==> src/rtl/bus_rr_arbiter.sv <==
// bus_rr_arbiter: round-robin grant for 4 masters with burst limit and optional (BUS_ARB_WDT_EN) transfer watchdog
//   clk, reset (async, active-high)
//   m0_req_..m3_req_ : active-low requests; s_as_ : active-low strobe; m_rdy : slave ready
//   m0_grnt_..m3_grnt_ : registered active-low grants; owner : granted master index
//   bus_err : timeout pulse; err_master : last master that timed out
module bus_rr_arbiter #(
  parameter int MAX_BEATS  = 16,
  parameter int TMO_CYCLES = 255
) (
  input  logic       clk,
  input  logic       reset,
  input  logic       m0_req_,
  input  logic       m1_req_,
  input  logic       m2_req_,
  input  logic       m3_req_,
  input  logic       s_as_,
  input  logic       m_rdy,
  output logic       m0_grnt_,
  output logic       m1_grnt_,
  output logic       m2_grnt_,
  output logic       m3_grnt_,
  output logic [1:0] owner,
  output logic       bus_err,
  output logic [1:0] err_master
);
  typedef enum logic [1:0] {IDLE, OWN, HAND} state_t;
  state_t state, state_n;
  logic [3:0] req_q, grnt, grnt_n;
  logic [1:0] last, last_n, owner_n, win;
  logic [7:0] beats, beats_n, beat_inc;
  logic beat, burst_hit, others, tmo;
  // Requests are registered, so decisions see the value sampled on the previous edge.
  always_comb begin
    win = last;
    for (int i = 4; i >= 1; i--) if (req_q[last + 2'(i)]) win = last + 2'(i);
  end
  assign beat      = state == OWN && !s_as_ && m_rdy;
  assign beat_inc  = beats + 8'd1;
  assign burst_hit = beat && beat_inc == 8'(MAX_BEATS);
  assign others    = |(req_q & ~(4'b0001 << owner));
`ifdef BUS_ARB_WDT_EN
  logic [7:0] wdt;
  logic stall;
  assign stall = state == OWN && !s_as_ && !m_rdy;
  assign tmo   = stall && wdt + 8'd1 == 8'(TMO_CYCLES);
  always_ff @(posedge clk or posedge reset)
    if (reset) begin
      wdt        <= '0;
      bus_err    <= 1'b0;
      err_master <= '0;
    end else begin
      wdt     <= stall && !tmo ? wdt + 8'd1 : 8'd0;
      bus_err <= tmo;
      if (tmo) err_master <= owner;
    end
`else
  assign tmo        = 1'b0;
  assign bus_err    = 1'b0;
  assign err_master = 2'd0;
`endif
  always_comb begin
    state_n = state;
    grnt_n  = grnt;
    owner_n = owner;
    last_n  = last;
    beats_n = beats;
    case (state)
      OWN: begin
        if (beat) beats_n = burst_hit ? 8'd0 : beat_inc;
        if (tmo || !req_q[owner] || (burst_hit && others)) begin
          state_n = HAND;
          grnt_n  = '0;
        end
      end
      default: begin
        state_n = |req_q ? OWN : IDLE;
        grnt_n  = |req_q ? 4'b0001 << win : 4'b0000;
        owner_n = |req_q ? win : owner;
        last_n  = |req_q ? win : last;
        beats_n = '0;
      end
    endcase
  end
  always_ff @(posedge clk or posedge reset)
    if (reset) begin
      state <= IDLE;
      req_q <= '0;
      grnt  <= '0;
      owner <= '0;
      last  <= 2'd3;
      beats <= '0;
    end else begin
      state <= state_n;
      req_q <= ~{m3_req_, m2_req_, m1_req_, m0_req_};
      grnt  <= grnt_n;
      owner <= owner_n;
      last  <= last_n;
      beats <= beats_n;
    end
  assign {m3_grnt_, m2_grnt_, m1_grnt_, m0_grnt_} = ~grnt;
endmodule

==> config.mk <==
export PLATFORM = sky130hd
export DESIGN_NAME = bus_rr_arbiter
export DESIGN_NICKNAME = d
export VERILOG_FILES = /design/src/rtl/bus_rr_arbiter.sv
export SDC_FILE = /design/constraint.sdc
export NUM_CORES = 1
export LEC_CHECK = 0
export CAP_MARGIN = 15
export CORE_MARGIN = 4
export CORE_UTILIZATION = 47
export DETAILED_ROUTE_END_ITERATION = 10
export GPL_TIMING_DRIVEN = 0
export PLACE_DENSITY = 0.68
export SYNTH_ARGS = -nofsm -noshare
export SYNTH_HDL_FRONTEND = slang
export SYNTH_SLANG_ARGS = --single-unit
==> constraint.sdc <==
create_clock -name clk -period 3 [get_ports clk]
set_clock_uncertainty 0.15 [all_clocks]
set_input_delay 0.45 -clock clk [delete_from_list [all_inputs] [get_ports clk]]
set_output_delay 0.45 -clock clk [all_outputs]
set_load 0.1 [all_outputs]
* After elaboration in Yosys (flattened, before gate mapping)
Index checks and enable logic that the tools add are counted.
** Word-level totals
- Word-level logic and storage cells :: 55
- Memory bits (writable) :: 0
- Memories :: 0
- ROM bits :: 0
- Output and inout port bits :: 9
- Register bits :: 22
- Bits in latches :: 0
** Cells by class
- Add/subtract/negate cells :: 4
- Multipliers :: 0
- Shift-type cells :: 2
- Multiplexer cells :: 20
- Reduce and logical (&&, ||, !) cells :: 10
- Eq/ne operators :: 4
- Bitwise operators :: 5
- Divide/modulo/power cells :: 0
- Magnitude comparators :: 4
** Operators by type and width (number)
- $mux W8 :: 3
- $lt A2 B3 Y1 const B :: 4
- $mux W4 :: 3
- $not A4 Y4 :: 3
- $mux W2 :: 5
- $add A8 B1 Y8 const B :: 1
- $bmux W1 S2 :: 4
- $eq A8 B5 Y1 const B :: 1
- $reduce_or A4 Y1 :: 2
- $shl A1 B2 Y4 const A :: 2
- $mux W1 :: 5
- $add A2 B2 Y2 const B :: 2
- $and A4 B4 Y4 :: 1
- $logic_and A1 B1 Y1 :: 4
- $add A2 B1 Y2 const B :: 1
- $eq A2 B1 Y1 const B :: 1
- $logic_not A1 Y1 :: 2
- $ne A2 B1 Y1 const B :: 1
- $ne A2 B2 Y1 const B :: 1
- $reduce_and A2 Y1 :: 1
- $logic_or A1 B1 Y1 :: 1
- $not A1 Y1 :: 1

* Depth between registers and ports, before layout
Gate-level depths: netlist (run 1).
- Depth in word-level cells :: 9
- Mapped depth :: 6
- Mapped depth without buffers :: 6

* Least setup slack after synthesis (run 1)
Ideal clock, no wire load.
- Path kind :: reg2reg
- From :: register owner[1]
- To :: register grnt[2]
- Cell stages (with the launch flop) :: 5
- Buffers on the path :: 1
- Slack :: 624 ps
- Arrival :: 2104 ps
- Cell sequence :: dfrtp_1 -> mux4_2 -> and2_1 -> buf_1 -> a32o_1
** On the way
- Word-level cells in the longest chain between the ends :: 7
- Elaborated cells between the ends (all ways) :: 10
- Those cells by class :: 1 x eq/ne; 1 x shift; 2 x mux; 2 x bitwise; 4 x reduce/logical
** Ends and longest elaborated chain
- start: declaration :: line 22 : output logic [1:0] owner,
- start signal: assignment :: line 96 : owner <= owner_n;
- $shl A1 B2 Y4 :: line 40 : assign others = |(req_q & ~(4'b0001 << owner));
- $not A4 Y4 :: line 40
- $and A4 B4 Y4 :: line 40
- $reduce_or A4 Y1 :: line 40
- $logic_and A1 B1 Y1 :: line 70 : if (tmo || !req_q[owner] || (burst_hit && others)) begin
- $logic_or A1 B1 Y1 * :: line 70
- $ne A2 B1 Y1 (no source line) *
- end signal: assignment :: line 95 : grnt <= grnt_n;
- end: declaration :: line 28 : logic [3:0] req_q, grnt, grnt_n;
Every way passes the cells marked *; elsewhere a longest branch is shown, timed or not. The select of a mux whose other input is x is not followed.
A chain may end at the register's enable or synchronous reset.

* Worst setup path after layout (run 1)
- From :: register owner[1]
- To :: output port owner[1]
No word-level cell between the ends.

==> results by group, run 1 <==
Finish
  • Area occupied by registers: ~550 sq um
  • Final net count: roughly 170
  • Finished Layout Cells: between 150 and 200
  • Multi-input gate area: slightly above 600 sq um
  • P&R area growth vs syn: 18.33%
  • Share of layout cells above drive strength 1: 13.55%
  • N_diodes: 0
  • Filler Cells Inserted: roughly 230

Power and ir drop
  • PwrDens: between 800 and 900 nW/um^2
  • Flop pwr share: 35.0%
  • Clock network power share: around a fifth
  • Leak: roughly 0.00061 uW
  • Int Power: between 600 and 700 uW
  • Combinational share of power: 46.3%
  • Psw: 562.0 uW
  • Peak supply drop: 0.6028 mV
  • Sw Ratio: 45.05%

Critical path
  • Crit path cell chain: clkdlybuf4s50_1
  • Crit start category: flip-flop
  • WP buf/inv: 1
  • Largest delay contributor family on the critical path: buffers and inverters
  • Reg2reg path depth: 6
  • Worst path slowest cell: clkdlybuf4s50_1
  • Crit path kind: flip-flop to primary output
  • R2R setup slack: 720 ps
  • CP required: 2400 ps
  • Slowest Stage Delay on Critical Path: between 1000 and 1500 ps
  • Crit end category: primary output
  • Critical Path Fanout Max: 6
  • Critical Path AT: 1980 ps
  • CP Depth: 1

Clock tree
  • CTS tree: yes
  • Clock slew at reported path FFs: 130 ps
  • H-tree Lvls: 1
  • Maximum root-to-sink buffer count: 2
  • Worst skew pair latency: 320 ps
  • Post-CTS Hold Fix Bufs: 0
  • Post-CTS setup buffers: 0
  • Clock sink count: 22
  • # resized after CTS: 0
  • Root Driver: clkbuf_4
  • CTS buffer count: 3

Worst hold path
  • Hold Path Cell Cnt: 2
  • Worst min path class: flip-flop to flip-flop

Detailed routing
  • WL final: 2326 microns
  • Residual DRC: 0
  • First-pass iteration count of the detailed router: 4
  • DR WL/cell: 12.57 microns
  • Antenna Nets Post-Route: 0
  • Detailed Route Iter0 Violations: 24
  • Number of vias per cell: between 5 and 6
  • Total number of vias: 1012

Place
  • HPWL after DPL: about 1700 microns
  • Placer Congestion: ~0.85
  • Port bufs: 13
  • Placed Cells: 181

Timing
  • Slew Viols, Final: 0
  • Headroom to the max-slew limit: 34.87%
  • Fin. Hold Viols: 0
  • Final setup vio count: 0
  • TNS Setup: 0 ps
  • Worst Tran Pin Value: between 900 and 1000 ps
  • Fmax: 387.3 MHz
  • Minimum clock period: between 2000 and 3000 ps
  • Unrepaired setup endpoints after global routing: false
  • Final period utilization: between 80% and 90%

GRT
  • Global-route wire length before repair: between 4000 and 5000 microns
  • Vias in the first global route: 972
  • Total GRT Usage: 15.49%
  • Largest net degree at the start of global routing: 23
  • Total congestion overflow: 0
  • Initial antenna violation count: 0

Yosys
  • Seq/Total Area, Yosys: between 40% and 50%
  • Synthesized area: 1242 sq um
  • Synth Area in Simple Gates: 22.66%
  • Synth Flop Type: dfrtp_1
  • Largest family of logic cells by synthesized area: simple AND/OR/NAND/NOR gates
  • Synth Instances: 136
  • Synth Area in Compound Gates: 18.23%
  • Post-synthesis mux area share: 1.813%
  • Asr flop ratio synth: 100.0%
  • Warnings from Yosys: 0
  • Post-synthesis adder-cell area fraction: ~2.0%
  • Post-Synth XOR/XNOR Area: 3.525%
  • Avg Inst Size Synth: 9.136 sq um
  • Seq cells post-synth: 22
  • Post-synth EDFFs: 0
  • Synth cell types: 40

Die
  • Die area: 3530 sq um
  • Die Ht: 59.42 microns
  • Core ar.: around 2500 sq um
  • # IOs: 17
  • Die width: 59.42 microns
  • FP Rows: 18
  • Initial core utilization: 49.70%

Outcome
  • Run status: completed

Run
  • Max cap viols: 0
-- cell families (layout without fill, tap and decap cells) --
family | count (synthesis) | in the layout
DFF | 22 | 22
and+or+nand+nor | 55 | 55
adders and majority gates | 2 | 2
AOI/OAI and AO/OA | 31 | 31
muxes | 1 | 1
other | 1 | 3
xor gates and xnor gates | 5 | 5
buffers and inverters | 19 | 36
-- cells in the final DEF, fill, tap and decap left out, drive strengths merged, types with 2 or more instances in the layout --
cell            n
o22ai           2
nor2b           5
nor2           17
inv            12
a21o            4
dfrtp          20
a21oi           6
o21ai           6
conb            3
clkbuf          5
ha              2
dfstp           2
nand2b          2
nand3           3
buf             5
a32o            2
o211ai          3
or3             3
clkdlybuf4s50  13
nor3            6
nand2          14
xnor2           4
-- synthesized netlist by cell type, drive strengths merged (2+ instances only) --
cell type,n,area share (%)
dfrtp,20,40
nor2,17,5.1
nand2,14,4.2
inv,12,3.6
a21oi,6,2.4
nor3,6,2.4
o21ai,6,2.4
buf,5,2.7
nor2b,5,2.5
a21o,4,2.5
xnor2,4,2.8
nand3,3,2.0
o211ai,3,1.8
or3,3,2.1
a32o,2,1.6
clkbuf,2,0.60
dfstp,2,4.2
ha,2,2.0
nand2b,2,1.0
o22ai,2,1.0
-- metrics by stage --
stage	worst slack, ps	area [sq um]	total power (uW)	util, %	hold WS (ps)
CTS	423.5	1470	1259	58.81	393.4
global route	344.2	1470	1327	58.81	412.0
detailed placement	623.6	1418	1024	56.71	362.8
floorplan	624.4	1250	893.3	-	287.7
global placement	630.5	1418	1013	56.71	358.6
finish	417.9	1470	1248	58.81	386.3
-- final cells by class --
class	instances	area share (%)
plain buffers	7	2.809
repair buffers	13	8.851
well taps	30	2.553
clock buffers	3	1.532
flip-flops and latches	22	37.62
inverters	12	3.064
multi-input cells	97	41.53
clock inverters	1	2.043
-- metal layers --
metal / vias up / share of wire [%] / GRT usage (%)
met5: - / 0 / 0
met4: 0 / 1.2 / 6.472
met3: 4 / 3.4 / 2.179
met2: 13 / 51 / 27.46
met1: 488 / 44 / 18.48
li1: 507 / - / -
-- state kept, by name, summed over array words and instances (netlist names) --
signal	flops
grnt	4
state	2
beats	8
owner	2
req_q	4
last	2
-- worst reg2reg max path, stage by stage, from the launching register on --
cell and delay [ps]:
dfrtp_1 480, ha_1 320, nand3_2 150, nor4_2 190, o2111ai_2 200, or3_4 460, a32o_1 250
-- path summary, 6_finish.rpt --
kind	from	endpoint
min	last[0]	last[0]
max in group asynchronous	reset	beats[7]
max reg2reg	beats[0]	grnt[2]
min reg2reg	last[0]	last[0]
max	owner[1]	owner[1]
min in group asynchronous	reset	owner[0]
-- power by group through the flow --
stage          sequential [uW]  clock [uW]  combinational (uW)
3_3_place_gp               438           0                 575
6_report                   436         233                 578
2_1_floorplan              525           0                 368
5_1_grt                    447         257                 623
4_1_cts                    436         238                 585
3_5_place_dp               442           0                 582
No activity file was read; power rests on OpenSTA's default activity.
==> run 2, diff against run 1 <==
clock period = 2.5 ns   (was 3 ns; I/O delays follow)
==> results by group, run 2 (same netlist as run 1, synthesis figures left out) <==
Finish
  • Most frequent cells in the layout: dfrtp_1 (20), nor2_1 (17), nand2_1 (14)
  • Largest reg by FF count: beats
  • Most common cell after layout, fill and taps aside: dfrtp_1
  • Filler Cells Inserted: 228
  • Final net count: 166
  • Multi-input gate area: 610.6 sq um
  • Max reg flops: 8
  • N_diodes: 0
  • Area occupied by registers: 553.0 sq um
  • Share of layout cells above drive strength 1: 13.55%
  • Post-layout util: 58.96%
  • P&R area growth vs syn: 18.63%
  • Largest registers: beats x8, grnt x4, req_q x4

Timing
  • Final period utilization: 96.96%
  • Minimum clock period: 2424 ps
  • Fin. Hold Viols: 0
  • Headroom to the max-slew limit: 35.16%
  • Final setup vio count: 0
  • TNS Setup: 0 ps
  • Fmax: 412.5 MHz
  • Worst Tran Pin Value: 969.5 ps
  • Unrepaired setup endpoints after global routing: false
  • Hold WS: 341.1 ps
  • Slew Viols, Final: 0

GRT
  • Largest net degree at the start of global routing: 23
  • Global-route wire length before repair: 4188 microns
  • Initial antenna violation count: 0
  • Vias in the first global route: 972
  • Total congestion overflow: 0
  • Total GRT Usage: 15.49%

Clock tree
  • CTS tree: yes
  • Root Driver: clkbuf_4
  • Worst skew pair latency: 320 ps
  • Clock slew at reported path FFs: 130 ps
  • Maximum root-to-sink buffer count: 2
  • Clock sink count: 22
  • CTS buffer count: 3
  • Post-CTS Hold Fix Bufs: 0
  • H-tree Lvls: 1

Die
  • Die area: 3530 sq um
  • Core ar.: 2500 sq um
  • # IOs: 17
  • Die width: 59.42 microns
  • Initial core utilization: 49.70%
  • FP Rows: 18
  • Die Ht: 59.42 microns

Critical path
  • Crit path kind: flip-flop to primary output
  • Worst reg2reg path startpoint: beats[0]
  • Crit start category: flip-flop
  • Reg2reg end: grnt[2]
  • Crit end category: primary output
  • Critical Path AT: 1900 ps
  • R2R setup slack: about 220 ps
  • Critical Path Fanout Max: 2
  • CP required: 1980 ps
  • Reg2reg path depth: 6

Detailed routing
  • DR WL/cell: 12.61 microns
  • Number of vias per cell: 5.470
  • WL final: 2332 microns
  • First-pass iteration count of the detailed router: 4
  • Antenna Nets Post-Route: 0
  • Residual DRC: 0
  • Detailed Route Iter0 Violations: 24
  • Total number of vias: about 1000

Place
  • HPWL after DPL: 1750 microns
  • Placer Congestion: 0.8523
  • Port bufs: 13

Worst hold path
  • Worst min path class: input pin to asynchronous set/reset pin

Power and ir drop
  • Peak supply drop: 0.6856 mV
  • Leak: between 0.0006 and 0.0007 uW
  • PwrDens: slightly above 1000 nW/um^2

Run
  • Max cap viols: 0

Outcome
  • Run status: completed
run 2: cell types whose count changed in the layout (fill, tap and decap cells not counted):
cell,change
clkdlybuf4s50_1,-3
dlygate4sd2_1,+1
dlymetal6s2s_1,+2
run 2: worst max-delay path by stage:
stage	from	endpoint	slack, ps	depth (start not counted)
after floorplan	owner[1]	grnt[2]	120	4
after global placement	m_rdy	grnt[3]	210	5
after detailed placement	m_rdy	grnt[2]	200	5
after CTS	owner[0]	owner[0]	40	1
after global routing	grnt[0]	m0_grnt_	0.5	2
final	grnt[3]	m3_grnt_	80	2
run 2: routing by layer:
| metal | up-vias | track usage [%] | part of all wire [%] |
|---|---|---|---|
| met5 | - | 0 | 0 |
| met4 | 0 | 6.472 | 1.5 |
| met3 | 5 | 2.179 | 3.6 |
| met2 | 21 | 27.46 | 50 |
| met1 | 477 | 18.48 | 44 |
| li1 | 509 | - | - |
run 2: worst max-delay path, stage by stage, from the launching register on:
cell and delay [ps]:
dfrtp_1 410, inv_1 50, clkdlybuf4s50_1 1120
run 2: repair_timing:
item | in CTS | in global routing
pin swaps | 0 | 0
setup buffers | 0 | 0
resized for setup | 1 | 2
setup endpoints to repair | 1 | 2
run 2: area by class of cell:
type	instances	area share, %
plain buffers	7	2.801
clock buffers	3	1.528
clock inverters	1	2.037
inverters	12	3.056
multi-input cells	97	41.43
flip-flops and latches	22	37.52
well taps	30	2.547
repair buffers	13	9.083
run 2: metrics by stage:
stage | worst slack [ps] | cell area [sq um] | total power [uW] | instances
6_report | 75.98 | 1474 | 1489 | 185
5_1_grt | 0.5200 | 1474 | 1585 | 185
4_1_cts | 44.28 | 1469 | 1505 | 185
3_5_place_dp | 198.6 | 1418 | 1229 | 181
3_3_place_gp | 205.5 | 1418 | 1216 | 181
2_1_floorplan | 124.4 | 1250 | 1072 | 138
run 2: report_power, final:
| group | total, uW | switching [uW] | internal [uW] |
|---|---|---|---|
| registers | 523 | 74.6 | 448 |
| logic | 687 | 481 | 206 |
| clock network | 279 | 117 | 162 |
==> run 3, diff against run 2 <==
CORE_UTILIZATION = 40   (was 47)
GPL_ROUTABILITY_DRIVEN = 0   (was default)
PLACE_DENSITY = 0.59   (was 0.68)
==> results by group, run 3 (same netlist as run 1, synthesis figures left out) <==
Outcome
  • Run status: completed

Clock tree
  • H-tree Lvls: 1
  • Maximum root-to-sink buffer count: 2
  • CTS buffer count: 3
  • Clock slew at reported path FFs: 120 ps
  • CTS tree: yes
  • Post-CTS setup buffers: 0
  • Worst skew pair latency: 300 ps
  • Root Driver: clkbuf_4
  • Clock sink count: 22

Timing
  • Final worst slack: ~97 ps
  • Unrepaired setup endpoints after global routing: false
  • Minimum clock period: 2403 ps
  • Final setup vio count: 0
  • Worst Tran Pin Value: a little under 1000 ps
  • Headroom to the max-slew limit: about a third
  • Hold WS: about 350 ps
  • Slew Viols, Final: 0
  • Fin. Hold Viols: 0
  • Final period utilization: 96.11%
  • TNS Setup: 0 ps
  • Fmax: approximately 420 MHz

Power and ir drop
  • Leak: about 0.00062 uW
  • PwrDens: around 970 nW/um^2
  • Peak supply drop: 0.8319 mV
  • Design Power: 1416 uW

Critical path
  • CP Depth: 2
  • Worst path slowest cell: clkdlybuf4s50_1
  • Worst reg2reg path startpoint: beats[0]
  • WP buf/inv: 2
  • CP required: between 1500 and 2000 ps
  • CP Capture Point: m0_grnt_
  • R2R setup slack: ~210 ps
  • Crit end category: primary output
  • Slowest Stage Delay on Critical Path: 1120 ps
  • Crit start category: flip-flop
  • CP startpoint: grnt[0]
  • Largest delay contributor family on the critical path: buffers and inverters
  • Critical Path AT: 1880 ps
  • Critical Path Fanout Max: 2
  • Crit path kind: flip-flop to primary output
  • Crit path cell chain: inv_1 -> clkdlybuf4s50_1
  • Reg2reg end: grnt[3]
  • Reg2reg path depth: 6

Finish
  • P&R area growth vs syn: 17.52%
  • Largest reg by FF count: beats
  • Most common cell after layout, fill and taps aside: dfrtp_1
  • Max reg flops: 8
  • Share of layout cells above drive strength 1: ~14%
  • Final net count: around 170
  • N_diodes: 0
  • Most frequent cells in the layout: dfrtp_1 (20), nor2_1 (17), nand2_1 (14)
  • Largest registers: beats x8, grnt x4, req_q x4

Detailed routing
  • WL final: around 2300 microns
  • Total number of vias: roughly 1000
  • First-pass iteration count of the detailed router: 4
  • Detailed Route Iter0 Violations: 33
  • Number of vias per cell: about 5.2
  • Residual DRC: 0
  • DR WL/cell: 12.33 microns
  • Antenna Nets Post-Route: 0

Die
  • Initial core utilization: a little over two fifths
  • Die area: 4062 sq um
  • FP Rows: 19
  • Die width: ~64 microns
  • Core ar.: 2853 sq um
  • Die Ht: between 60 and 70 microns
  • # IOs: 17

Worst hold path
  • Worst min path class: input pin to asynchronous set/reset pin

GRT
  • Global-route wire length before repair: 3974 microns
  • Initial antenna violation count: 0
  • Largest net degree at the start of global routing: 23
  • Total congestion overflow: 0
  • Vias in the first global route: 882
  • Total GRT Usage: 12.33%

Run
  • Max cap viols: 0

Place
  • Worst slack, placed: 173.4 ps
  • Port bufs: 13
  • HPWL after DPL: approximately 1800 microns
## run 3: timing repair
item                       in CTS  in global routing
setup endpoints to repair       0                  2
resized for setup               0                  2
hold buffers                    0                  0
## run 3: cell type report
cell class	instances	area (sq um)
Timing Repair Buffer	13	135.1
Fill cell	300	1393
Clock buffer	4	36.28
Sequential cell	22	553.0
Tap cell	31	38.79
Buffer	7	41.29
Multi-Input combinational cell	97	610.6
Inverter	12	45.04
## run 3: per-layer routing
layer | part of all wire (%) | global-route usage [%] | up-vias
li1 | - | - | 503
met5 | 0 | 0 | -
met4 | 1.3 | 4.582 | 0
met2 | 44 | 18.51 | 20
met3 | 4.4 | 3.678 | 4
met1 | 50 | 16.81 | 448
## run 3: worst min path at each step
stage / end / slack, ps / cells after the start
finish: beats[1] / 350 / 2
global route: req_q[0] / 380 / 2
CTS: req_q[1] / 370 / 2
detailed placement: grnt[2] / 360 / 1
global placement: grnt[2] / 360 / 1
floorplan: beats[0] / 210 / 1
## run 3: where the power goes
part	switching, uW	internal, uW
Clock	107	88.8
Combinational	487	212
Sequential	74.1	448
## run 3: per-stage QoR
step / cells / utilization [%] / area (sq um)
6_report: 186 / 51.18 / 1460
3_5_place_dp: 182 / 49.74 / 1419
2_1_floorplan: 138 / - / 1250
5_1_grt: 186 / 51.18 / 1460
3_3_place_gp: 182 / 49.74 / 1419
4_1_cts: 186 / 51.01 / 1455
## run 3: worst reg2reg max path, stage by stage, from the launching register on
cell	delay, ps
dfrtp_1	480
ha_1	300
nand3_2	150
nor4_2	190
o2111ai_2	210
or3_4	460
a32o_1	250
